## src/rtl/qea_pkg.sv

```systemverilog
// qea_pkg: shared types and constants for the QEA job sequencer
//  state_t      job sequencer FSM states
//  ERR_*        o_error codes
//  one_fixed()  fixed-point 1.0 for a given number of fraction bits; ONE_FIXED is the default
package qea_pkg;
  typedef enum logic [3:0] {
    S_IDLE, S_LOAD_CTX, S_INIT, S_START, S_GUARD, S_RUN, S_RD_ISSUE, S_RD_WAIT, S_RD_HOLD
  } state_t;
  localparam logic [1:0] ERR_NONE    = 2'd0;
  localparam logic [1:0] ERR_QBIT    = 2'd1;
  localparam logic [1:0] ERR_TIMEOUT = 2'd2;
  function automatic logic [63:0] one_fixed(input int frac);
    return 64'd1 << frac;
  endfunction
  localparam logic [63:0] ONE_FIXED = one_fixed(30);
endpackage

```

## src/rtl/qea_job_sequencer.sv

```systemverilog
// qea_job_sequencer: host-side job controller for the QEA engine
//  Per job: load gate contexts into CTX RAM, write |0..0> into STATE RAM, pulse start,
//  count cycles until complete, then stream the final state vector out.
//  Ports:
//   clk, rst (async, active high)
//   i_cmd_*/o_cmd_ready      job request (qbit_num, ctx_num), accepted only in IDLE
//   i_ctx_*/o_ctx_ready      context word stream
//   o_rd_*/i_rd_ready        readback stream, o_rd_last on final word
//   o_busy, o_error, o_exec_cycles   status
//   o_qea_*, i_qea_*         QEA start/complete, CTX RAM write port, STATE RAM port
//  Build option: QEA_SEQ_TIMEOUT_EN adds a RUN watchdog of TIMEOUT_CYCLES (error 2, no readback).
module qea_job_sequencer
  import qea_pkg::*;
#(
  parameter int PE_NUM = 4,
  parameter int PE_NUM_WIDTH = 2,
  parameter int DATA_WIDTH = 32,
  parameter int STATE_DATA_WIDTH = 2*DATA_WIDTH,
  parameter int STATE_ADDR_WIDTH = 16,
  parameter int MAX_QBIT_WIDTH = 6,
  parameter int GATE_CONTEXT_ADDR_WIDTH = 16,
  parameter int GATE_CONTEXT_DATA_WIDTH = 64,
  parameter int NUM_FRAC_BIT = 30,
  parameter int CYC_WIDTH = 32
`ifdef QEA_SEQ_TIMEOUT_EN
  , parameter int TIMEOUT_CYCLES = 1 << 24
`endif
)(
  input  logic                                      clk,
  input  logic                                      rst,
  input  logic                                      i_cmd_valid,
  output logic                                      o_cmd_ready,
  input  logic [MAX_QBIT_WIDTH-1:0]                 i_cmd_qbit_num,
  input  logic [GATE_CONTEXT_ADDR_WIDTH:0]          i_cmd_ctx_num,
  input  logic                                      i_ctx_valid,
  output logic                                      o_ctx_ready,
  input  logic [GATE_CONTEXT_DATA_WIDTH-1:0]        i_ctx_data,
  output logic                                      o_rd_valid,
  input  logic                                      i_rd_ready,
  output logic [PE_NUM*STATE_DATA_WIDTH-1:0]        o_rd_data,
  output logic                                      o_rd_last,
  output logic                                      o_busy,
  output logic [1:0]                                o_error,
  output logic [CYC_WIDTH-1:0]                      o_exec_cycles,
  output logic                                      o_qea_start,
  output logic [MAX_QBIT_WIDTH-1:0]                 o_qea_qbit_num,
  output logic                                      o_qea_ctx_en,
  output logic                                      o_qea_ctx_wea,
  output logic [GATE_CONTEXT_ADDR_WIDTH-1:0]        o_qea_ctx_addr,
  output logic [GATE_CONTEXT_DATA_WIDTH-1:0]        o_qea_ctx_data,
  output logic [PE_NUM-1:0]                         o_qea_state_ena,
  output logic [PE_NUM-1:0]                         o_qea_state_wea,
  output logic [STATE_ADDR_WIDTH-1:0]               o_qea_state_addra,
  output logic [PE_NUM*STATE_DATA_WIDTH-1:0]        o_qea_state_dina,
  input  logic                                      i_qea_complete,
  input  logic [PE_NUM*STATE_DATA_WIDTH-1:0]        i_qea_state_dout
);
  localparam int SW = PE_NUM*STATE_DATA_WIDTH;
  localparam int GW = GATE_CONTEXT_ADDR_WIDTH;
  localparam int AW = STATE_ADDR_WIDTH;
  localparam int CW = (GW > AW) ? GW : AW;
  localparam logic [DATA_WIDTH-1:0] ONE = DATA_WIDTH'(one_fixed(NUM_FRAC_BIT));
  // |0..0>: real part of the top lane of word 0 is 1.0
  localparam logic [SW-1:0] INIT_WORD = {ONE, {(SW-DATA_WIDTH){1'b0}}};
  state_t state, state_n;
  logic [CW-1:0] cnt, cnt_n;
  logic [GW-1:0] ctx_last, ctx_last_n;
  logic [AW-1:0] w_last, w_last_n;
  logic [MAX_QBIT_WIDTH-1:0] qbit_n, k;
  logic [CYC_WIDTH-1:0] cyc_n;
  logic [1:0] err_n;
  logic start_n, ctx_en_n, qbit_ok;
  logic [GW-1:0] ctx_addr_n;
  logic [GATE_CONTEXT_DATA_WIDTH-1:0] ctx_data_n;
  logic [PE_NUM-1:0] ena_n, wea_n;
  logic [AW-1:0] addra_n;
  logic [SW-1:0] dina_n, rd_data_n;
  logic [AW:0] w_words;
  assign qbit_ok = i_cmd_qbit_num >= MAX_QBIT_WIDTH'(PE_NUM_WIDTH + 1) &&
                   i_cmd_qbit_num <= MAX_QBIT_WIDTH'(STATE_ADDR_WIDTH + PE_NUM_WIDTH);
  assign k = i_cmd_qbit_num - MAX_QBIT_WIDTH'(PE_NUM_WIDTH);
  assign w_words = (AW+1)'(1) << k;
  assign o_cmd_ready = state == S_IDLE;
  assign o_busy = !o_cmd_ready;
  assign o_ctx_ready = state == S_LOAD_CTX;
  assign o_rd_valid = state == S_RD_HOLD;
  assign o_rd_last = o_rd_valid && AW'(cnt) == w_last;
  assign o_qea_ctx_wea = o_qea_ctx_en;
  always_comb begin
    state_n = state;
    cnt_n = cnt;
    ctx_last_n = ctx_last;
    w_last_n = w_last;
    qbit_n = o_qea_qbit_num;
    cyc_n = o_exec_cycles;
    err_n = o_error;
    start_n = 1'b0;
    ctx_en_n = 1'b0;
    ctx_addr_n = o_qea_ctx_addr;
    ctx_data_n = o_qea_ctx_data;
    ena_n = '0;
    wea_n = '0;
    addra_n = o_qea_state_addra;
    dina_n = o_qea_state_dina;
    rd_data_n = o_rd_data;
    case (state)
      S_IDLE: if (i_cmd_valid) begin
        err_n = qbit_ok ? ERR_NONE : ERR_QBIT;
        cyc_n = '0;
        if (qbit_ok) begin
          qbit_n = i_cmd_qbit_num;
          // ctx_num >= 2**GW clamps to a full CTX RAM
          ctx_last_n = i_cmd_ctx_num[GW] ? '1 : i_cmd_ctx_num[GW-1:0] - GW'(1);
          w_last_n = AW'(w_words - (AW+1)'(1));
          cnt_n = '0;
          state_n = (i_cmd_ctx_num != '0) ? S_LOAD_CTX : S_INIT;
        end
      end
      S_LOAD_CTX: if (i_ctx_valid) begin
        ctx_en_n = 1'b1;
        ctx_addr_n = GW'(cnt);
        ctx_data_n = i_ctx_data;
        cnt_n = (GW'(cnt) == ctx_last) ? '0 : cnt + CW'(1);
        state_n = (GW'(cnt) == ctx_last) ? S_INIT : S_LOAD_CTX;
      end
      S_INIT: begin
        ena_n = '1;
        wea_n = '1;
        addra_n = AW'(cnt);
        dina_n = (cnt == '0) ? INIT_WORD : '0;
        cnt_n = (AW'(cnt) == w_last) ? '0 : cnt + CW'(1);
        state_n = (AW'(cnt) == w_last) ? S_START : S_INIT;
      end
      S_START: begin
        start_n = 1'b1;
        cyc_n = CYC_WIDTH'(1);
        state_n = S_GUARD;
      end
      // start is visible to QEA here; a complete still high from the previous job is ignored
      S_GUARD: state_n = S_RUN;
      S_RUN: begin
        cyc_n = (&o_exec_cycles) ? o_exec_cycles : o_exec_cycles + CYC_WIDTH'(1);
        if (i_qea_complete) begin
          cnt_n = '0;
          ena_n = '1;
          addra_n = '0;
          state_n = S_RD_ISSUE;
        end
`ifdef QEA_SEQ_TIMEOUT_EN
        else if (cyc_n >= CYC_WIDTH'(TIMEOUT_CYCLES)) begin
          err_n = ERR_TIMEOUT;
          state_n = S_IDLE;
        end
`endif
      end
      // the read strobe is registered on entry, so it is on the RAM port during RD_ISSUE
      S_RD_ISSUE: state_n = S_RD_WAIT;
      S_RD_WAIT: begin
        rd_data_n = i_qea_state_dout;
        state_n = S_RD_HOLD;
      end
      S_RD_HOLD: if (i_rd_ready) begin
        if (AW'(cnt) == w_last) state_n = S_IDLE;
        else begin
          cnt_n = cnt + CW'(1);
          ena_n = '1;
          addra_n = AW'(cnt_n);
          state_n = S_RD_ISSUE;
        end
      end
      default: state_n = S_IDLE;
    endcase
  end
  always_ff @(posedge clk or posedge rst) begin
    if (rst) begin
      state <= S_IDLE;
      cnt <= '0;
      ctx_last <= '0;
      w_last <= '0;
      o_qea_qbit_num <= '0;
      o_exec_cycles <= '0;
      o_error <= ERR_NONE;
      o_qea_start <= 1'b0;
      o_qea_ctx_en <= 1'b0;
      o_qea_ctx_addr <= '0;
      o_qea_ctx_data <= '0;
      o_qea_state_ena <= '0;
      o_qea_state_wea <= '0;
      o_qea_state_addra <= '0;
      o_qea_state_dina <= '0;
      o_rd_data <= '0;
    end else begin
      state <= state_n;
      cnt <= cnt_n;
      ctx_last <= ctx_last_n;
      w_last <= w_last_n;
      o_qea_qbit_num <= qbit_n;
      o_exec_cycles <= cyc_n;
      o_error <= err_n;
      o_qea_start <= start_n;
      o_qea_ctx_en <= ctx_en_n;
      o_qea_ctx_addr <= ctx_addr_n;
      o_qea_ctx_data <= ctx_data_n;
      o_qea_state_ena <= ena_n;
      o_qea_state_wea <= wea_n;
      o_qea_state_addra <= addra_n;
      o_qea_state_dina <= dina_n;
      o_rd_data <= rd_data_n;
    end
  end
endmodule

```

## config.mk

```make
export PLATFORM = sky130hd
export DESIGN_NAME = qea_job_sequencer
export DESIGN_NICKNAME = d
export VERILOG_FILES = /design/src/rtl/qea_pkg.sv /design/src/rtl/qea_job_sequencer.sv
export SDC_FILE = /design/constraint.sdc
export NUM_CORES = 1
export LEC_CHECK = 0
export ABC_AREA = 1
export BUFFER_PORTS_ARGS = -buffer_cell sky130_fd_sc_hd__buf_2
export CORE_AREA = 4 4 397 399
export DETAILED_ROUTE_END_ITERATION = 8
export DIE_AREA = 0 0 401 403
export PLACE_DENSITY = 0.3
export REMOVE_ABC_BUFFERS = 1
export SLEW_MARGIN = 20
export SYNTH_ARGS = -nofsm -noshare
export SYNTH_HDL_FRONTEND = slang
export SYNTH_SLANG_ARGS = --single-unit
```

## constraint.sdc

```tcl
create_clock -name clk -period 25.8 [get_ports clk]
set_input_delay 2.58 -clock clk [delete_from_list [all_inputs] [get_ports clk]]
set_output_delay 2.58 -clock clk [all_outputs]
set_load 0.005 [all_outputs]
```

==> After elaboration in Yosys (flattened, before gate mapping) <==
Cells that the tools add are included.
{ "word_totals": {"ff_bits": 710, "in_bits": 349, "out_inout_bits": 664, "elab_cells": 92} }
{ "classes": {"n_addsub": 5, "n_lt_le_gt_ge": 2, "n_eq_ne": 17, "n_shift": 1, "muxes": 34, "n_reduce_logical": 17} }
{ "ops": {"columns": ["cell", "n"], "rows": [
  ["255-bit two-way mux", 1],
  ["16-bit two-way mux", 9],
  ["32-bit case mux with 3 select lines", 1],
  ["16-bit case mux with 5 select lines", 1],
  ["32-bit two-way mux", 2],
  ["16-bit case mux with 3 select lines", 1],
  ["4-bit two-way mux", 9],
  ["4-bit case mux with 9 select lines", 1],
  ["32-bit by 1-bit adder with 32-bit output (second input constant)", 1],
  ["16-bit == test", 2],
  ["32-bit AND reduction", 1],
  ["16-bit by 1-bit subtractor with 16-bit output (second input constant)", 2],
  ["17-bit nonzero test", 1],
  ["16-bit by 1-bit adder with 16-bit output (second input constant)", 1],
  ["4-bit by 3-bit == test with 1-bit output (second input constant)", 4],
  ["16-bit zero test", 1],
  ["1-bit by 6-bit left shift with 16-bit output (first input constant)", 1],
  ["4-bit case mux with 3 select lines", 1],
  ["2-bit inequality test (second input constant)", 5],
  ["4-bit by 2-bit == test with 1-bit output (second input constant)", 2],
  ["7-bit AND reduction", 1],
  ["6-bit by 2-bit greater-or-equal comparator with 1-bit output (second input constant)", 1],
  ["6-bit by 5-bit <= comparator with 1-bit output (second input constant)", 1],
  ["3-bit AND reduction", 2],
  ["other kinds (15)", 24]
]} }

==> Longest topological paths before layout <==
Gate-level depths: netlist of run 1.
{ "depth": {"depth_word": 5, "mapped_depth": 16, "depth_no_buf": 16} }

==> Worst setup path after synthesis of run 1 <==
OpenSTA, ideal clock, no wires.
{ "synth_timing": {"path_type": "input to register", "from": "input port i_cmd_qbit_num[1]", "to": "register w_last[6]", "setup_time_ps": 83, "arrival_time_ps": 4277, "required_time_ps": 25717, "slack_ps": 21440, "path_stages": 13, "path_buffers": 0, "cell_sequence": "inv_1 > ha_1 > xnor2_1 > inv_1 > nor2_2 > inv_1 > nor2_1 > inv_1 > ha_1 > nand3_1 > nor2_2 > xor2_1 > o21ai_0"} }
{ "synth_between": {"elab_chain_cells": 3, "word_cells_on_any_way": 7, "classes_between": "add/sub: 2; order compare: 2; shift: 1; reduce/logical: 2"} }
{ "synth_lines": {"columns": ["item", "line_no", "source"], "rows": [
  ["start: declaration", "qea_job_sequencer.sv:33", "input logic [MAX_QBIT_WIDTH-1:0] i_cmd_qbit_num,"],
  ["6-bit by 2-bit subtractor with 6-bit output, or another cell as far along", "qea_job_sequencer.sv:81", "assign k = i_cmd_qbit_num - MAX_QBIT_WIDTH'(PE_NUM_WIDTH);"],
  ["1-bit by 6-bit left shift with 16-bit output or 1-bit logical AND (tied branches)", "qea_job_sequencer.sv:82, qea_job_sequencer.sv:79", null],
  ["16-bit by 1-bit subtractor with 16-bit output or 3-bit AND reduction (tied branches)", null, null],
  ["end signal: assignment", "qea_job_sequencer.sv:196", "w_last <= w_last_n;"],
  ["end: declaration", "qea_job_sequencer.sv:68", "logic [AW-1:0] w_last, w_last_n;"]
]} }
Parallel ways exist; a longest one is shown, timed or not.
A chain may end at the register's enable or synchronous reset.

==> Worst setup path after layout of run 1 <==
{ "layout_timing": {"from": "register cnt[2]", "to": "output port o_rd_last"} }
{ "layout_between": {"elab_chain_cells": 2} }
{ "layout_lines": {"columns": ["item", "line_no", "source"], "rows": [
  ["start: declaration", "qea_job_sequencer.sv:66", "logic [CW-1:0] cnt, cnt_n;"],
  ["start signal: assignment", "qea_job_sequencer.sv:194", "cnt <= cnt_n;"],
  ["16-bit == test", "qea_job_sequencer.sv:87", "assign o_rd_last = o_rd_valid && AW'(cnt) == w_last;"],
  ["1-bit logical AND", "qea_job_sequencer.sv:87", null],
  ["end: declaration", "qea_job_sequencer.sv:41", "output logic o_rd_last,"]
]} }
Every way passes these cells.

==> results of run 1 <==
-- per-stage QoR --
step	instances	cell area, um^2	worst slack [ps]
finish	4900	28690	20850
global route	4896	28680	20560
CTS	4896	28680	20680
detailed placement	4780	26400	20140
global placement	4780	26390	20120
floorplan	1964	19910	10730
-- placed cells by master, fill, tap and decap left out, types with 9 or more instances in the layout --
master / count
sky130_fd_sc_hd__dfrtp_1: 448
sky130_fd_sc_hd__o21ai_0: 48
sky130_fd_sc_hd__mux2_2: 257
sky130_fd_sc_hd__clkinv_2: 9
sky130_fd_sc_hd__inv_2: 15
sky130_fd_sc_hd__clkbuf_1: 11
sky130_fd_sc_hd__clkbuf_8: 15
sky130_fd_sc_hd__nand3_1: 47
sky130_fd_sc_hd__buf_4: 16
sky130_fd_sc_hd__o31ai_1: 11
sky130_fd_sc_hd__xor2_1: 33
sky130_fd_sc_hd__clkbuf_16: 67
sky130_fd_sc_hd__xnor2_1: 42
sky130_fd_sc_hd__nand2_1: 466
sky130_fd_sc_hd__nor2_1: 89
sky130_fd_sc_hd__nand4_1: 44
sky130_fd_sc_hd__nor3_1: 20
sky130_fd_sc_hd__inv_1: 75
sky130_fd_sc_hd__a31oi_1: 9
sky130_fd_sc_hd__o21ai_1: 18
sky130_fd_sc_hd__conb_1: 256
sky130_fd_sc_hd__a21oi_1: 13
sky130_fd_sc_hd__buf_2: 756
-- power by group --
| group | switching, uW | internal, uW |
|---|---|---|
| registers | 67.5 | 806 |
| clock network | 373 | 584 |
| logic | 258 | 159 |
| total | 698 | 1550 |
-- cell usage after synthesis, types with 3 or more instances --
cell                       number  area (um^2)
sky130_fd_sc_hd__a21oi_1       13        65.06
sky130_fd_sc_hd__o22ai_1        6        37.54
sky130_fd_sc_hd__buf_2         40        200.2
sky130_fd_sc_hd__a31oi_1        9        56.30
sky130_fd_sc_hd__dfrtp_1      448        11210
sky130_fd_sc_hd__xnor2_1       42        367.9
sky130_fd_sc_hd__nor4_1         7        43.79
sky130_fd_sc_hd__o22ai_2        5        62.56
sky130_fd_sc_hd__ha_1           6        75.07
sky130_fd_sc_hd__nor3_1        20        100.1
sky130_fd_sc_hd__o31ai_1       11        82.58
sky130_fd_sc_hd__nand2_2        7        43.79
sky130_fd_sc_hd__xor2_1        33        289.0
sky130_fd_sc_hd__nor3_2         3        30.03
sky130_fd_sc_hd__nand3b_1       4        30.03
sky130_fd_sc_hd__clkbuf_2       4        20.02
sky130_fd_sc_hd__buf_6          4        45.04
sky130_fd_sc_hd__nand4_1       44        275.3
sky130_fd_sc_hd__nand2_1      467         1753
sky130_fd_sc_hd__nor2_2         7        43.79
sky130_fd_sc_hd__buf_1          8        30.03
sky130_fd_sc_hd__inv_2         16        60.06
sky130_fd_sc_hd__buf_4        265         1989
sky130_fd_sc_hd__clkbuf_1      21        78.83
sky130_fd_sc_hd__o21ai_1       18        90.09
sky130_fd_sc_hd__nor3_4         3        48.80
sky130_fd_sc_hd__o21ai_2        5        43.79
sky130_fd_sc_hd__mux2_2       257         2894
sky130_fd_sc_hd__nand3_1       47        235.2
sky130_fd_sc_hd__or2_2          4        25.02
sky130_fd_sc_hd__nor2_1        90        337.8
sky130_fd_sc_hd__nor2_4         4        45.04
sky130_fd_sc_hd__o21ai_0       48        240.2
sky130_fd_sc_hd__inv_1         76        285.3
-- cells by family (layout without fill, tap and decap cells) --
logic type / after synthesis / in the layout / share of synthesized area
AND/OR/NAND/NOR: 712 / 712 / 0.1436
buffers and inverters: 434 / 980 / 0.1271
flip-flops: 448 / 448 / 0.5260
other: 1 / 260 / 0.0001759
adder cells (fa/ha/maj): 6 / 6 / 0.003522
XOR/XNOR: 75 / 75 / 0.03082
multiplexers: 257 / 257 / 0.1358
AO/OA/AOI/OAI: 118 / 118 / 0.03299
-- flip-flops by register name, summed over array words and instances, names as in the netlist --
register and cells:
cnt 16, ctx_last 16, o_error 1, o_exec_cycles 32, o_qea_ctx_addr 16, o_qea_ctx_data 64, o_qea_ctx_en 1, o_qea_qbit_num 6
o_qea_start 1, o_qea_state_addra 16, o_qea_state_dina 1, o_qea_state_ena 1, o_qea_state_wea 1, o_rd_data 256, state 4, w_last 16
-- cell type report --
class / count / area [um^2] / area share
clock inverters: 23 / 356.6 / 0.01243
inverters: 92 / 355.3 / 0.01239
diodes: 4 / 10.01 / 0.0003489
multi-input cells: 1424 / 8372 / 0.2918
repair buffers: 772 / 3904 / 0.1361
clock buffers: 93 / 1924 / 0.06707
well taps: 2044 / 2557 / 0.08914
flip-flops and latches: 448 / 11210 / 0.3908
-- layer usage --
metal  track usage  part of all wire  wire (um)
met1        0.1264              0.37      36710
met2        0.2087              0.51      50340
met3       0.05624             0.097       9643
met4       0.03568             0.029       2853
met5             0            0.0011        111
-- worst max-delay path: stages (launching register included) --
cell	delay (ps)
sky130_fd_sc_hd__dfrtp_1	490
sky130_fd_sc_hd__xnor2_1	210
sky130_fd_sc_hd__nand4_1	120
sky130_fd_sc_hd__nor2_1	300
sky130_fd_sc_hd__nand2_1	170
sky130_fd_sc_hd__nor2_2	260
sky130_fd_sc_hd__buf_2	180
-- worst max-delay path by stage --
stage	startpoint	endpoint	slack [ps]
3_5_place_dp	rst	o_qea_ctx_data[7]	20140
6_report	cnt[2]	o_rd_last	20850
4_1_cts	cnt[2]	o_rd_last	20680
2_1_floorplan	rst	cnt[0]	10730
3_3_place_gp	rst	o_qea_ctx_data[63]	20120
5_1_grt	cnt[2]	o_rd_last	20560
==> qor.tcl, run 1 <==
set qor(status) {finished clean}
set qor(clk_lat_worst_skew_ps) 640
set qor(design.portCount) 1013
set qor(synth_edf_count) 0
set qor(placeableCoreArea_um2) 153900
set qor(total_iterations_of_the_first_detailed_routing_run) 5
set qor(clkSinkCount) 448
set qor(timing.clock.skew_ps) 43.66
set qor(slew_headroom) 0.3632
set qor(cp-end-kind) {output port}
set qor(yosys_reg_bits) 448
set qor(timing_max_transition_violations_final) 0
set qor(start_util) 0.1385
set qor(fp-row-count) 144
set qor(max_freq_mhz) 202.1
set qor(async_flop_share) 1.000
set qor(worst-path-max-fanout) 6
set qor(grt_overflow_total) 0
set qor(crit_required_ps) 23220
set qor(hold-worst-slack_ps) 462.0
set qor(final_min_period_over_clock_period) 0.1918
set qor(power.static_leakage_uw) 0.01393
set qor(detailroute.via_count) 16500
set qor(tritoncts) {done}
set qor(drt_iter0_markers) 666
set qor(hold_path_startpoint) {o_qea_ctx_data[4]}
set qor(finalHoldViolations) 0
set qor(critical_path_source_type) {register}
set qor(root_buffer) {sky130_fd_sc_hd__clkbuf_16}
set qor(route.detailed.drc) 0
set qor(yosysUniqueCellTypes) 43
set qor(place_congestion) 0.7486
set qor(synth.avg_cell_area_um2) 10.39
set qor(areaGrowthSynthToFinish_pct) 34.61
set qor(max-clock-path-buffers) 3
set qor(timing.reg2reg.worst_path_depth) 7
set qor(track_usage) 0.1189
set qor(place_hpwl_mm) 79.32
set qor(die_height_um) 403
set qor(sequential_element_share_of_the_synthesized_area) 0.5260
set qor(placement.io_buffers) 756
set qor(syn_inst) 2051
set qor(wl_per_cell_um) 20.34
set qor(powerDensity_nw_per_um2) 78.30
set qor(yosysWarningCount) 0
set qor(finish.utilization) 0.1865
set qor(regToRegEndpoint) {o_rd_data[129]}
set qor(dieWidth_um) 401
set qor(holdPathStages) 2
set qor(tightest_slew_ps) 955.3
set qor(worstReg2RegStart) {state[0]}
set qor(yosys_most_used_dff) {sky130_fd_sc_hd__dfrtp_1}
set qor(num-nets-final) 3159
set qor(total_negative_setup_slacks_ps) 0
set qor(setup.reg_to_reg.worst_slack_ps) 21820
set qor(grt_pass1_vias) 16753
set qor(cts_setup_buffers) 0
set qor(global_route_wire_length_before_repair_mm) 136.8
set qor(grt_start_max_net_pins) 77
set qor(setup-violations-final) 0
set qor(vdd.ir_drop.worst_uv) 43.04
set qor(grt_setup_unrepaired) {false}
set qor(numCtsBuffers) 66
set qor(clk_pin_slew_ps) 50
set qor(timing.final.crit_period_ps) 4949
set qor(layout_cell_share_with_drive_strength_beyond_1) 0.4190
set qor(final_wirelength_mm) 99.66
set qor(ant_nets) 0
set qor(worst_ep_arrival_time_ps) 2370
set qor(holdPathEnd) {o_qea_ctx_data[4]}
set qor(total_power_consumption_of_the_routed_design_uw) 2246
set qor(die_area_um2) 161600
set qor(postCtsHoldBufs) 0
set qor(final.fill_count) 17439
set qor(synth.cell_area_um2) 21310
set qor(viasPerCell) 3.367
set qor(cts_repair_resize_count) 0
set qor(antenna_found_initial) 28
set qor(cts_max_level) 3
set qor(worst_hold_path_type) {register to register}
set qor(worstSetupPathType) {register to output port}
set qor(drv_cap) 0
Note: power is estimated with default switching activity, not from simulation.
==> run 2, diff against run 1 <==
Settings changed: CORE_AREA 4 4 397 399 to 4 4 390 392, DIE_AREA 0 0 401 403 to 0 0 394 396.
Clock period 25.8 ns to 4.61 ns, I/O delays scaled along.
==> run 2 against run 1 <==
Worst setup slack got worse by 19000 ps. Die area decreased by 3.5%. Total power rose to 5.6 times the previous value. Register-to-register slack got worse by 20000 ps. Wire length is 0.28% higher. Non-clock buffer count is 316 higher. Via count is 6.4% higher. Combinational power rose to 6.1 times the previous value. First-iteration DRC count grew 4.8%. Sequential share of layout area fell by 3.7 points. Clock power rose to 5.4 times the previous value. Clock skew is 21 ps lower. Highest routed layer unchanged.
==> qor.tcl, run 2 (synthesized netlist as in run 1, its figures left out) <==
set qor(crit_required_ps) 4150 ;# was 23,220 ps
set qor(grt_setup_unrepaired) {false} ;# unchanged
set qor(worstReg2RegStart) {o_exec_cycles[0]} ;# was state[0]
set qor(setup.reg_to_reg.worst_slack_ps) 1830 ;# was 21,820 ps
set qor(finish.utilization) 0.2129 ;# was 0.1865
set qor(cts_setup_buffers) 0 ;# unchanged
set qor(antenna_found_initial) 10 ;# was 28
set qor(grt_start_max_net_pins) 96 ;# was 77
set qor(max-clock-path-buffers) 3 ;# unchanged
set qor(die_area_um2) 156000 ;# was 161,600 um^2
set qor(dieWidth_um) 394 ;# was 401 um
set qor(cts_repair_resize_count) 0 ;# unchanged
set qor(holdPathStages) 2 ;# unchanged
set qor(hold-worst-slack_ps) 74.54 ;# was 462.0 ps
set qor(total_iterations_of_the_first_detailed_routing_run) 4 ;# was 5
set qor(power.share.clock) 0.408 ;# was 0.426
set qor(place_hpwl_mm) 78.09 ;# was 79.32 mm
set qor(cell_internal_pwr_uw) 8600 ;# was 1549 uW
set qor(drt_iter0_markers) 698 ;# was 666
set qor(worst_ep_arrival_time_ps) 2650 ;# was 2370 ps
set qor(tritoncts) {done} ;# unchanged
set qor(ant_nets) 0 ;# unchanged
set qor(setup-violations-final) 0 ;# unchanged
set qor(status) {finished clean} ;# unchanged
set qor(max_freq_mhz) 321.1
set qor(areaGrowthSynthToFinish_pct) 48.71 ;# was 34.61%
set qor(cts_max_level) 3 ;# unchanged
set qor(most_flop_heavy_register) {o_rd_data} ;# unchanged
set qor(critical_path_source_type) {register} ;# unchanged
set qor(placement.io_buffers) 756 ;# unchanged
set qor(timing.final.crit_period_ps) 3114
set qor(final_cell_mix) {sky130_fd_sc_hd__buf_2, sky130_fd_sc_hd__nand2_1, sky130_fd_sc_hd__dfrtp_1, sky130_fd_sc_hd__dlygate4sd3_1, sky130_fd_sc_hd__mux2_2} ;# was sky130_fd_sc_hd__buf_2, sky130_fd_sc_hd__nand2_1, sky130_fd_sc_hd__dfrtp_1, sky130_fd_sc_hd__mux2_2, sky130_fd_sc_hd__conb_1
set qor(slew_headroom) 0.3832 ;# was 0.3632
set qor(hold_path_startpoint) {i_qea_state_dout[243]} ;# was o_qea_ctx_data[4]
set qor(drv_cap) 0 ;# unchanged
set qor(root_buffer) {sky130_fd_sc_hd__clkbuf_16} ;# unchanged
set qor(fp-row-count) 142 ;# was 144
set qor(largestRegisters) {o_rd_data x256, o_qea_ctx_data x64, o_exec_cycles x32} ;# unchanged
set qor(timing.reg2reg.worst_path_depth) 11 ;# was 7
set qor(start_util) 0.1431 ;# was 0.1385
set qor(detailroute.via_count) 17557 ;# was 16.50k
set qor(clk_lat_worst_skew_ps) 670 ;# was 640 ps
set qor(cp-end-kind) {output port} ;# unchanged
set qor(placeableCoreArea_um2) 148900 ;# was 153,900 um^2
set qor(grt_pass1_vias) 18250 ;# was 16.75k
set qor(powerDensity_nw_per_um2) 395.8 ;# was 78.30 nW/um^2
set qor(viasPerCell) 3.426 ;# was 3.367
set qor(worstSetupPathType) {register to output port} ;# unchanged
set qor(design.portCount) 1013 ;# unchanged
set qor(sw_frac_of_total) 0.3144 ;# was 0.3107
set qor(tightest_slew_ps) 925.1 ;# was 955.3 ps
set qor(die_height_um) 396 ;# was 403 um
set qor(power.static_leakage_uw) 0.01521 ;# was 0.01393 uW
set qor(regToRegEndpoint) {o_exec_cycles[5]} ;# was o_rd_data[129]
set qor(timing.clock.skew_ps) 22.97 ;# was 43.66 ps
set qor(worst_hold_path_type) {input port to register} ;# was register to register
set qor(holdPathEnd) {o_rd_data[243]} ;# was o_qea_ctx_data[4]
set qor(switching_power_uw) 3944 ;# was 697.9 uW
set qor(global_route_wire_length_before_repair_mm) 140.7 ;# was 136.8 mm
set qor(final_min_period_over_clock_period) 0.6755
set qor(relative_contribution_of_sequential_cells_to_total_power) 0.388 ;# was 0.389
set qor(grt_overflow_total) 0 ;# unchanged
set qor(place_congestion) 0.7739 ;# was 0.7486
set qor(wl_per_cell_um) 19.50 ;# was 20.34 um
set qor(route.detailed.drc) 0 ;# unchanged
set qor(final_common_cell) {sky130_fd_sc_hd__buf_2} ;# unchanged
set qor(total_power_consumption_of_the_routed_design_uw) 12540 ;# was 2246 uW
set qor(track_usage) 0.1241 ;# was 0.1189
set qor(clk_pin_slew_ps) 60 ;# was 50 ps
set qor(worst-path-max-fanout) 15 ;# was 6
set qor(timing_max_transition_violations_final) 0 ;# unchanged
set qor(vdd.ir_drop.worst_uv) 206.8 ;# was 43.04 uV
set qor(finalHoldViolations) 0 ;# unchanged
set qor(largest_reg_flops) 256 ;# unchanged
set qor(numCtsBuffers) 66 ;# unchanged
set qor(final_wirelength_mm) 99.94 ;# was 99.66 mm
set qor(layout_cell_share_with_drive_strength_beyond_1) 0.3759 ;# was 0.4190
set qor(clkSinkCount) 448 ;# unchanged
set qor(share_comb_of_total_power) 0.203 ;# was 0.185
set qor(num-nets-final) 3475 ;# was 3,159
## run 2: through the flow
step / std cells / setup slack (ps) / TNS [ps] / cell area (um^2)
floorplan: 1964 / -8336 / -4312320 / 19910
global placement: 4682 / 1899 / 0 / 26360
detailed placement: 4682 / 1825 / 0 / 26360
CTS: 5112 / 1416 / 0 / 31660
global route: 5121 / 1303 / 0 / 31680
finish: 5125 / 1496 / 0 / 31690
## run 2: power by group through the flow
stage / Combinational [uW] / Clock (uW) / Sequential [uW]
finish: 2550 / 5120 / 4870
detailed placement: 2410 / 0 / 4950
global route: 2890 / 5520 / 4960
global placement: 2430 / 0 / 4950
floorplan: 1130 / 0 / 4920
CTS: 2660 / 5400 / 4890
## run 2: worst max-delay path by stage
| stage | from | endpoint | slack (ps) | cells after the start |
|---|---|---|---|---|
| detailed placement | o_exec_cycles[0] | o_exec_cycles[5] | 1830 | 11 |
| global route | state[0] | o_rd_last | 1300 | 6 |
| finish | state[0] | o_rd_last | 1500 | 6 |
| global placement | o_exec_cycles[0] | o_exec_cycles[5] | 1900 | 11 |
| CTS | state[0] | o_rd_last | 1420 | 6 |
| floorplan | rst | cnt[0] | -8340 | 1 |
## run 2: layout make-up
class / instances / area, um^2
Clock inverter: 23 / 290.3
Sequential cell: 448 / 11210
Tap cell: 1944 / 2432
Timing Repair Buffer: 1088 / 7137
Fill cell: 16538 / 117200
Antenna cell: 13 / 32.53
Inverter: 92 / 355.3
Multi-Input combinational cell: 1424 / 8372
Clock buffer: 93 / 1864
## run 2: layer usage
metal,vias up,global-route usage,part of all wire
li1,8353,-,-
met1,8534,0.1386,0.39
met2,563,0.2144,0.50
met3,105,0.05446,0.090
met4,2,0.03460,0.024
met5,-,0,0.00013
## run 2: repair_timing
action | in CTS | in global routing
hold buffers | 314 | 0
hold endpoints to repair | 391 | 0
endpoints found under the setup margin | 0 | 0
## run 2: critical path, stage by stage, from the launching register on
cell and delay (ps):
sky130_fd_sc_hd__dfrtp_1 430, sky130_fd_sc_hd__inv_2 130, sky130_fd_sc_hd__nand2_4 80, sky130_fd_sc_hd__nor3_4 620, sky130_fd_sc_hd__inv_2 270, sky130_fd_sc_hd__nor2_2 250
sky130_fd_sc_hd__buf_2 210
